--- config.mk ---
export PLATFORM = sky130hd
export DESIGN_NAME = gpio_pixel_receiver_flat
export DESIGN_NICKNAME = d
export VERILOG_FILES = /design/src/rtl/gpio_pixel_receiver_if.sv /design/src/rtl/gpio_pixel_receiver.sv /design/src/flat_wrapper.sv
export SDC_FILE = /design/constraint.sdc
export NUM_CORES = 1
export LEC_CHECK = 0
export ABC_AREA = 1
export BUFFER_PORTS_ARGS = -buffer_cell sky130_fd_sc_hd__buf_4
export CORE_UTILIZATION = 54
export DETAILED_ROUTE_END_ITERATION = 7
export PLACE_DENSITY = 0.76
export RECOVER_POWER = 100
export SYNTH_ARGS = -nofsm -noshare
export SYNTH_HDL_FRONTEND = slang
export SYNTH_SLANG_ARGS = --single-unit
export TNS_END_PERCENT = 10
--- constraint.sdc ---
create_clock -name clk -period 1.5 [get_ports clk]
set_input_delay 0.075 -clock clk [delete_from_list [all_inputs] [get_ports clk]]
set_output_delay 0.075 -clock clk [all_outputs]
set_load 0.01 [all_outputs]
--- src/rtl/gpio_pixel_receiver_if.sv ---
// Pixel stream between the GPIO pixel receiver and a frame-buffer writer.
// The receiver drives valid/address/data; the writer drives ready.
interface gpio_pixel_receiver_if #(
    parameter int ADDR_W = 16
);
    logic              pix_valid;
    logic              pix_ready;
    logic [ADDR_W-1:0] pix_addr;
    logic [23:0]       pix_data;

    modport master (
        output pix_valid,
        output pix_addr,
        output pix_data,
        input  pix_ready
    );

    modport slave (
        input  pix_valid,
        input  pix_addr,
        input  pix_data,
        output pix_ready
    );
endinterface

--- src/rtl/gpio_pixel_receiver.sv ---
// GPIO pixel receiver: gathers R/G/B GPIO words (4 packed samples each) into a
// capture group, hands complete groups to a 4-pixel emit buffer, and streams
// the pixels with wrapping frame addresses over a valid/ready handshake.
module gpio_pixel_receiver #(
    parameter int ADDR_W       = 16,
    parameter int FRAME_PIXELS = 65536
) (
    input  logic                         clk,
    input  logic                         rst,
    input  logic [31:0]                  GPIO,
    input  logic                         GPIOEnR,
    input  logic                         GPIOEnG,
    input  logic                         GPIOEnB,
    input  logic                         GPIOEn,
    gpio_pixel_receiver_if.master        pix,
    output logic                         frame_done,
    output logic                         overflow,
    output logic                         busy
);

    typedef enum logic {S_EMPTY, S_EMIT} state_t;

    localparam logic [ADDR_W-1:0] LAST_ADDR = ADDR_W'(FRAME_PIXELS - 1);
    localparam logic [ADDR_W-1:0] ADDR_ONE  = {{(ADDR_W-1){1'b0}}, 1'b1};

    // Channel index: 0 = R, 1 = G, 2 = B.
    state_t            state_q, state_d;
    logic [1:0]        idx_q, idx_d;
    logic [ADDR_W-1:0] addr_q, addr_d;
    logic [2:0]        flag_q, flag_d;
    logic [31:0]       cap_q [3];
    logic [31:0]       cap_d [3];
    logic [31:0]       buf_q [3];
    logic              frame_done_q, frame_done_d;
    logic              overflow_q, overflow_d;

    logic [2:0] stb;
    logic [2:0] stb_eff;
    logic [2:0] flag_cur;
    logic       start;
    logic       drop;
    logic       complete;
    logic       accept;
    logic       load;
    logic [4:0] sel;

    assign stb   = {GPIOEnB, GPIOEnG, GPIOEnR};
    assign start = GPIOEn & GPIO[0];

    // A full group waiting behind an occupied emit buffer has nowhere to go,
    // so any new channel strobe is discarded rather than corrupting it.
    assign drop     = !start && (&flag_q) && (state_q == S_EMIT) && (|stb);
    assign stb_eff  = drop ? 3'b000 : stb;
    // Start clears the group first; same-cycle strobes land in the fresh group.
    assign flag_cur = (start ? 3'b000 : flag_q) | stb_eff;
    assign complete = &flag_cur;
    assign accept   = (state_q == S_EMIT) && pix.pix_ready;

    generate
        for (genvar gi = 0; gi < 3; gi++) begin : g_chan
            // Capture register: every strobed channel takes the current word.
            assign cap_d[gi] = stb_eff[gi] ? GPIO : cap_q[gi];

            // Capture and emit-buffer storage for one colour channel.
            always_ff @(posedge clk or negedge rst) begin
                if (!rst) begin
                    cap_q[gi] <= '0;
                    buf_q[gi] <= '0;
                end else begin
                    cap_q[gi] <= cap_d[gi];
                    if (start) begin
                        buf_q[gi] <= '0;
                    end else if (load) begin
                        buf_q[gi] <= cap_d[gi];
                    end
                end
            end
        end
    endgenerate

    // Next-state logic for the emit FSM, address counter and status flags.
    always_comb begin
        state_d      = state_q;
        idx_d        = idx_q;
        addr_d       = addr_q;
        flag_d       = flag_cur;
        frame_done_d = frame_done_q;
        overflow_d   = overflow_q | drop;
        load         = 1'b0;
        if (start) begin
            state_d      = S_EMPTY;
            idx_d        = 2'd0;
            addr_d       = '0;
            frame_done_d = 1'b0;
            overflow_d   = 1'b0;
        end else begin
            if (accept) begin
                idx_d = idx_q + 2'd1;
                if (addr_q == LAST_ADDR) begin
                    addr_d       = '0;
                    frame_done_d = 1'b1;
                end else begin
                    addr_d = addr_q + ADDR_ONE;
                end
            end
            // Buffer free now (empty, or last pixel leaving): refill without a bubble.
            if ((state_q == S_EMPTY) || (accept && (idx_q == 2'd3))) begin
                if (complete) begin
                    load    = 1'b1;
                    state_d = S_EMIT;
                    idx_d   = 2'd0;
                    flag_d  = 3'b000;
                end else begin
                    state_d = S_EMPTY;
                end
            end
        end
    end

    // State, counter and flag registers.
    always_ff @(posedge clk or negedge rst) begin
        if (!rst) begin
            state_q      <= S_EMPTY;
            idx_q        <= 2'd0;
            addr_q       <= '0;
            flag_q       <= 3'b000;
            frame_done_q <= 1'b0;
            overflow_q   <= 1'b0;
        end else begin
            state_q      <= state_d;
            idx_q        <= idx_d;
            addr_q       <= addr_d;
            flag_q       <= flag_d;
            frame_done_q <= frame_done_d;
            overflow_q   <= overflow_d;
        end
    end

    assign sel           = {idx_q, 3'b000};
    assign pix.pix_valid = (state_q == S_EMIT);
    assign pix.pix_addr  = addr_q;
    assign pix.pix_data  = {buf_q[0][sel +: 8], buf_q[1][sel +: 8], buf_q[2][sel +: 8]};
    assign frame_done    = frame_done_q;
    assign overflow      = overflow_q;
    assign busy          = (|flag_q) || (state_q == S_EMIT);

endmodule

--- src/flat_wrapper.sv ---
// flat-port wrapper written by rule: the top's interface ports become plain ports
module gpio_pixel_receiver_flat 
#(
    parameter int ADDR_W       = 16,
    parameter int FRAME_PIXELS = 65536
)
  (clk, rst, GPIO, GPIOEnR, GPIOEnG, GPIOEnB, GPIOEn, frame_done, overflow, busy, pix_pix_valid, pix_pix_addr, pix_pix_data, pix_pix_ready);
  gpio_pixel_receiver_if #(.ADDR_W(ADDR_W)) pix_i ();
  input  logic clk;
  input  logic rst;
  input  logic [31:0] GPIO;
  input  logic GPIOEnR;
  input  logic GPIOEnG;
  input  logic GPIOEnB;
  input  logic GPIOEn;
  output logic frame_done;
  output logic overflow;
  output logic busy;
  output wire logic [$bits(pix_i.pix_valid)-1:0] pix_pix_valid;
  output wire logic [$bits(pix_i.pix_addr)-1:0] pix_pix_addr;
  output wire logic [$bits(pix_i.pix_data)-1:0] pix_pix_data;
  input wire logic [$bits(pix_i.pix_ready)-1:0] pix_pix_ready;
  assign pix_pix_valid = pix_i.pix_valid;
  assign pix_pix_addr = pix_i.pix_addr;
  assign pix_pix_data = pix_i.pix_data;
  assign pix_i.pix_ready = pix_pix_ready;
  gpio_pixel_receiver #(.ADDR_W(ADDR_W), .FRAME_PIXELS(FRAME_PIXELS)) u_core (.clk(clk), .rst(rst), .GPIO(GPIO), .GPIOEnR(GPIOEnR), .GPIOEnG(GPIOEnG), .GPIOEnB(GPIOEnB), .GPIOEn(GPIOEn), .pix(pix_i), .frame_done(frame_done), .overflow(overflow), .busy(busy));
endmodule
==> results of run 1 <==
worst max-delay path, delay by kind of cell (launching register included):
kind	cells	cell delay [ps]
AOI/OAI and AO/OA	2	520
buffers and inverters	3	480
DFF	1	390
registers in the layout (all words and copies together), names as in the netlist:
signal	cells
u_core.idx_q	2
u_core.overflow	1
u_core.pix.pix_valid	1
u_core.pix.pix_addr	16
u_core.frame_done	1
u_core.cap_q	96
u_core.flag_q	3
u_core.buf_q	96
cells in the mapped netlist (2+ instances only):
cell type	count
buf_4	2
a21oi_1	8
clkbuf_1	49
nand2_2	3
buf_2	31
o21bai_1	2
nor2_1	75
o22ai_1	25
ha_1	2
xor2_1	5
nand4_1	100
buf_6	4
nand3_1	199
inv_1	29
dfrtp_1	216
nand3_2	2
nand2_1	330
o21ai_0	54
nor4_1	2
buf_1	12
nor3_1	8
inv_2	4
cell type report:
type | instances | area, um2
Clock buffer | 33 | 703
Fill cell | 1201 | 4570
Multi-Input combinational cell | 821 | 4190
Timing Repair Buffer | 236 | 2160
Inverter | 33 | 139
Sequential cell | 216 | 5410
Clock inverter | 7 | 87.6
Tap cell | 225 | 282
logic make-up after synthesis:
logic type | count (synthesis) | share of synthesized area
AO/OA/AOI/OAI | 92 | 0.0515
XOR/XNOR | 6 | 0.00536
adder cells (fa/ha/maj) | 2 | 0.00255
buffers and inverters | 131 | 0.0579
flip-flops | 216 | 0.551
AND/OR/NAND/NOR | 721 | 0.332
stage by stage:
step	TNS [ps]	instance area [um2]	util
after global placement	-3900	11300	0.644
after floorplan	-679	9820	-
after global routing	-53950	13000	0.739
after detailed placement	-9970	11300	0.644
final	-39050	13000	0.739
after CTS	-20740	12900	0.734
final timing paths:
kind	to	startpoint	slack, ps	depth (start not counted)
max in group asynchronous	u_core.buf_q[88]	rst	220	3
worst max register to register	u_core.buf_q[36]	u_core.pix.pix_valid	-410	9
worst max-delay path	pix_pix_data[4]	u_core.idx_q[0]	-480	5
min in group asynchronous	u_core.pix.pix_addr[6]	rst	320	2
worst min-delay path	u_core.pix.pix_addr[13]	GPIOEn	40	4
worst min register to register	u_core.cap_q[60]	u_core.cap_q[60]	470	2
report_power, final:
part           switching [mW]  leakage (nW)  total, mW  internal, mW
Clock                    2.31         0.393       5.90          3.58
Combinational            5.81          3.44       10.3          4.50
Sequential               1.20          2.77       8.69          7.49
Total                    9.33          6.61       24.9          15.6
routing by layer:
metal / global-route usage / part of all wire / vias to the layer above
met3: 0.0533 / 0.083 / 111
met2: 0.503 / 0.46 / 561
met4: 0.144 / 0.050 / 0
met1: 0.469 / 0.41 / 4641
met5: 0 / 0 / -
li1: - / - / 4293
repair_timing:
item,4_1_cts,5_1_grt
buffers inserted,7,4
pin swaps,25,16
setup endpoints to repair,146,166
endpoints found under the hold margin,300,0
gates resized for setup,82,71
cloned,6,0
hold buffers,35,0
==> flow_summary.yaml, run 1 <==
clocking:
  insertion_delay_ps: 510
  h-tree-depth: 1
  cts_buffers: 23
  cts.sinks: 216
  clockBufferDepth: 3
  clockRootBuffer: "clkbuf_16"
  cts_tree: "yes"
  clk_pin_slew_ps: 60
sta:
  worst_slew_pin_slew_ps: 1100
  fin_crit_sh: 1.32
  setup_viol: 179
  clock_skew_ps: 14.4
  fmax_mhz: 505
  finalWorstSetupSlack_ps: -480
  period_needed_ps: 1980
  holdWs_ps: 38.5
  relSlewSlack: 0.265
  grt_setup_unrepaired: "yes"
  slew_violations: 0
  hold_violations: 0
critical_path:
  cp_slowest_cell: "dfrtp_1"
  cpPeakStageDelay_ps: 390
  start_kind: "flip-flop"
  cpMostUsedCell: "buf_6"
  critPathKind: "reg -> out"
  arrival_ps: 1910
  crit_fanout: 19
  required_ps: 1420
  worstPathCellList: "buf_6, buf_6, o21ai_0, o22ai_2, buf_4"
  end_kind: "output port"
synth:
  syn-mean-instance-area_um2: 8.40
  synth_top_area_share: 0.551
  netlist_area_mm2: 0.00981
  synth_cell_type_count: 28
  synth_area_leader_cell: "dfrtp_1"
  synth_flop_cell: "dfrtp_1"
  ys_seq_elements: 216
  synth_edf_count: 0
  yosysSeqAreaShare: 0.551
  syn-num-nets: 1209
  ys_warn_count: 0
  async_flop_share: 1.00
  synthCells: 1168
  synth_area_leaders: "dfrtp_1, nand2_1, nand3_1"
placed_design:
  dpl_worst_slack_ps: -159
  portBuffers: 82
  dp.cells: 1480
  dp_hpwl_um: 18500
  globalplace.congestion: 0.880
grt:
  track_usage: 0.330
  grt_pass1_wl_um: 48000
  grt_pass1_vias: 8973
  grt-ovfl-total: 0
  antenna_found_initial: 0
  grt_max_degree: 74
final_layout:
  nets: 1372
  num_antenna_cells: 0
  syn2layout_area_growth_pct: 32.2
  final_common_cell: "nand2_1"
  final_cell_mix: "nand2_1, dfrtp_1, nand3_1, buf_4, nand4_1"
  fin_cells: 1571
  drive_above_1_share: 0.225
route:
  drc: 0
  vias: 9606
  final_antenna_net_count: 0
  via_per_inst: 6.11
  drt_iter0_drc: 1248
  wirelength_um: 31100
  dr.pass1.iters: 6
  avgRoutedWirePerCell_um: 19.8
floorplanning:
  dieArea_mm2: 0.0187
  ios: 83
  core_area_mm2: 0.0175
  rows: 48
  start_util: 0.559
  die_y_um: 137
  chipWidth_um: 137
status:
  violations: "negative setup slack"
  status: "complete, but fails checks"
pwr:
  design_power_total_mw: 24.9
  ir_worst_vdd_mv: 1.13
  leakagePower_nw: 6.61
  cellPowerDensity_mw_per_mm2: 1920
hold_path:
  min_path_type: "in -> reg"
flow_run:
  cap_viol_max_count: 0
Note: power is estimated with default switching activity, not from simulation.
==> run 2, diff against run 1 <==
--- a/config.mk
+++ b/config.mk
@@ -11,6 +11,7 @@
 export DETAILED_ROUTE_END_ITERATION = 7
 export PLACE_DENSITY = 0.76
 export RECOVER_POWER = 100
+export SETUP_SLACK_MARGIN = 0.2
 export SYNTH_ARGS = -nofsm -noshare
 export SYNTH_HDL_FRONTEND = slang
 export SYNTH_SLANG_ARGS = --single-unit
==> flow_summary.yaml, run 2 (synthesis gave the netlist of run 1 again) <==
status:
  status: "complete, but fails checks"
  violations: "negative hold slack, negative setup slack"
clocking:
  clk_pin_slew_ps: 60
  cts.sinks: 216
  cts_buffers: 23
  clockRootBuffer: "clkbuf_16"
  cts_tree: "yes"
  h-tree-depth: 1
  clockBufferDepth: 3
  insertion_delay_ps: 520
pwr:
  combPwrFrac: 0.413
  power.internal_mw: 14.8
  switchingPower_mw: 9.17
  cellPowerDensity_mw_per_mm2: 1890
  p_seq_frac: 0.360
  leakagePower_nw: 6.39
  ir_worst_vdd_mv: 1.17
  swShare: 0.383
  p_clk_frac: 0.227
grt:
  track_usage: 0.321
  grt-ovfl-total: 0
  grt_pass1_wl_um: 46500
  grt_pass1_vias: 8712
  antenna_found_initial: 0
  grt_max_degree: 197
sta:
  worst_slew_pin_slew_ps: 881
  setup_viol: 169
  slew_violations: 0
  clock_skew_ps: 14.0
  holdWs_ps: -20.6
  finalWorstSetupSlack_ps: -426
  fin_crit_sh: 1.28
  fmax_mhz: 519
  hold_violations: 1
  relSlewSlack: 0.413
  period_needed_ps: 1930
  grt_setup_unrepaired: "yes"
flow_run:
  cap_viol_max_count: 0
route:
  drt_iter0_drc: 1168
  avgRoutedWirePerCell_um: 20.0
  via_per_inst: 6.16
  drc: 0
  vias: 9496
  wirelength_um: 30800
  final_antenna_net_count: 0
  dr.pass1.iters: 7
final_layout:
  design_area_mm2: 0.0126
  fin_cells: 1542
  num_antenna_cells: 0
  final_common_cell: "nand2_1"
  drive_above_1_share: 0.214
  nets: 1346
  filler_cell_count: 1294
  syn2layout_area_growth_pct: 28.8
  final_cell_mix: "nand2_1, dfrtp_1, nand3_1, buf_4, nand4_1"
floorplanning:
  start_util: 0.559
  dieArea_mm2: 0.0187
  rows: 48
  chipWidth_um: 137
  core_area_mm2: 0.0175
  ios: 83
  die_y_um: 137
placed_design:
  dp_hpwl_um: 17900
  placed_area_mm2: 0.0112
  portBuffers: 82
  globalplace.congestion: 0.833
  dp.cells: 1460
hold_path:
  min_path_type: "in -> reg"
critical_path:
  arrival_ps: 1850
  crit_fanout: 24
  end_kind: "output port"
  required_ps: 1420
  critPathKind: "reg -> out"
  start_kind: "flip-flop"
-- run 2: path summary, 6_finish.rpt --
check / depth (start not counted) / end / from / slack (ps)
setup reg to reg: 9 / u_core.buf_q[6] / u_core.flag_q[1] / -350
min in group asynchronous: 2 / u_core.pix.pix_addr[8] / rst / 230
max in group asynchronous: 3 / u_core.cap_q[12] / rst / 280
hold / removal: 5 / u_core.flag_q[1] / GPIOEnG / -20
setup / recovery: 6 / pix_pix_data[5] / u_core.idx_q[0] / -430
hold reg to reg: 2 / u_core.cap_q[11] / u_core.cap_q[11] / 470
-- run 2: power groups by stage --
stage	combinational (mW)	sequential (mW)	clock [mW]
finish	9.87	8.62	5.43
detailed placement	8.07	8.43	0
global route	10.6	8.74	5.68
floorplan	4.70	8.20	0
CTS	8.67	8.40	5.45
global placement	7.91	8.40	0
-- run 2: cell type report --
| class | count | area, um2 | share of cell area |
|---|---|---|---|
| well taps | 225 | 282 | 0.0223 |
| repair buffers | 210 | 1860 | 0.148 |
| multi-input cells | 821 | 4250 | 0.336 |
| clock buffers | 33 | 653 | 0.0517 |
| flip-flops and latches | 216 | 5410 | 0.428 |
| inverters | 33 | 128 | 0.0101 |
| clock inverters | 4 | 48.8 | 0.00386 |
-- run 2: critical path: stages (launching register included) --
cell and delay, ps:
dfrtp_1 380, buf_6 140, buf_4 150, clkbuf_16 210, o21ai_1 210, o22ai_2 100, buf_4 150
-- run 2: stage by stage --
stage               setup slack [ps]  hold slack [ps]   util  setup TNS [ps]  power, mW
detailed placement              -182            -31.8  0.637          -12290       16.5
global route                    -516             27.3  0.720          -59260       25.0
floorplan                      -22.3             -221      -            -361       12.9
finish                          -426            -20.6  0.720          -41080       23.9
CTS                             -431            -22.1  0.707          -19800       22.5
global placement               -76.0            -31.2  0.637           -3990       16.3
-- run 2: per-layer routing --
metal / routed length (um) / global-route usage
met2: 14000 / 0.485
met1: 12500 / 0.471
met5: 0 / 0
met3: 2740 / 0.0404
met4: 1560 / 0.134
-- run 2: timing repair --
action | CTS | global route
setup buffers | 5 | 1
gates resized for setup | 40 | 98
gates cloned | 1 | 4
hold buffers | 34 | 0
pin swaps | 34 | 22
hold endpoints to repair | 315 | 0
endpoints found under the setup margin | 230 | 241
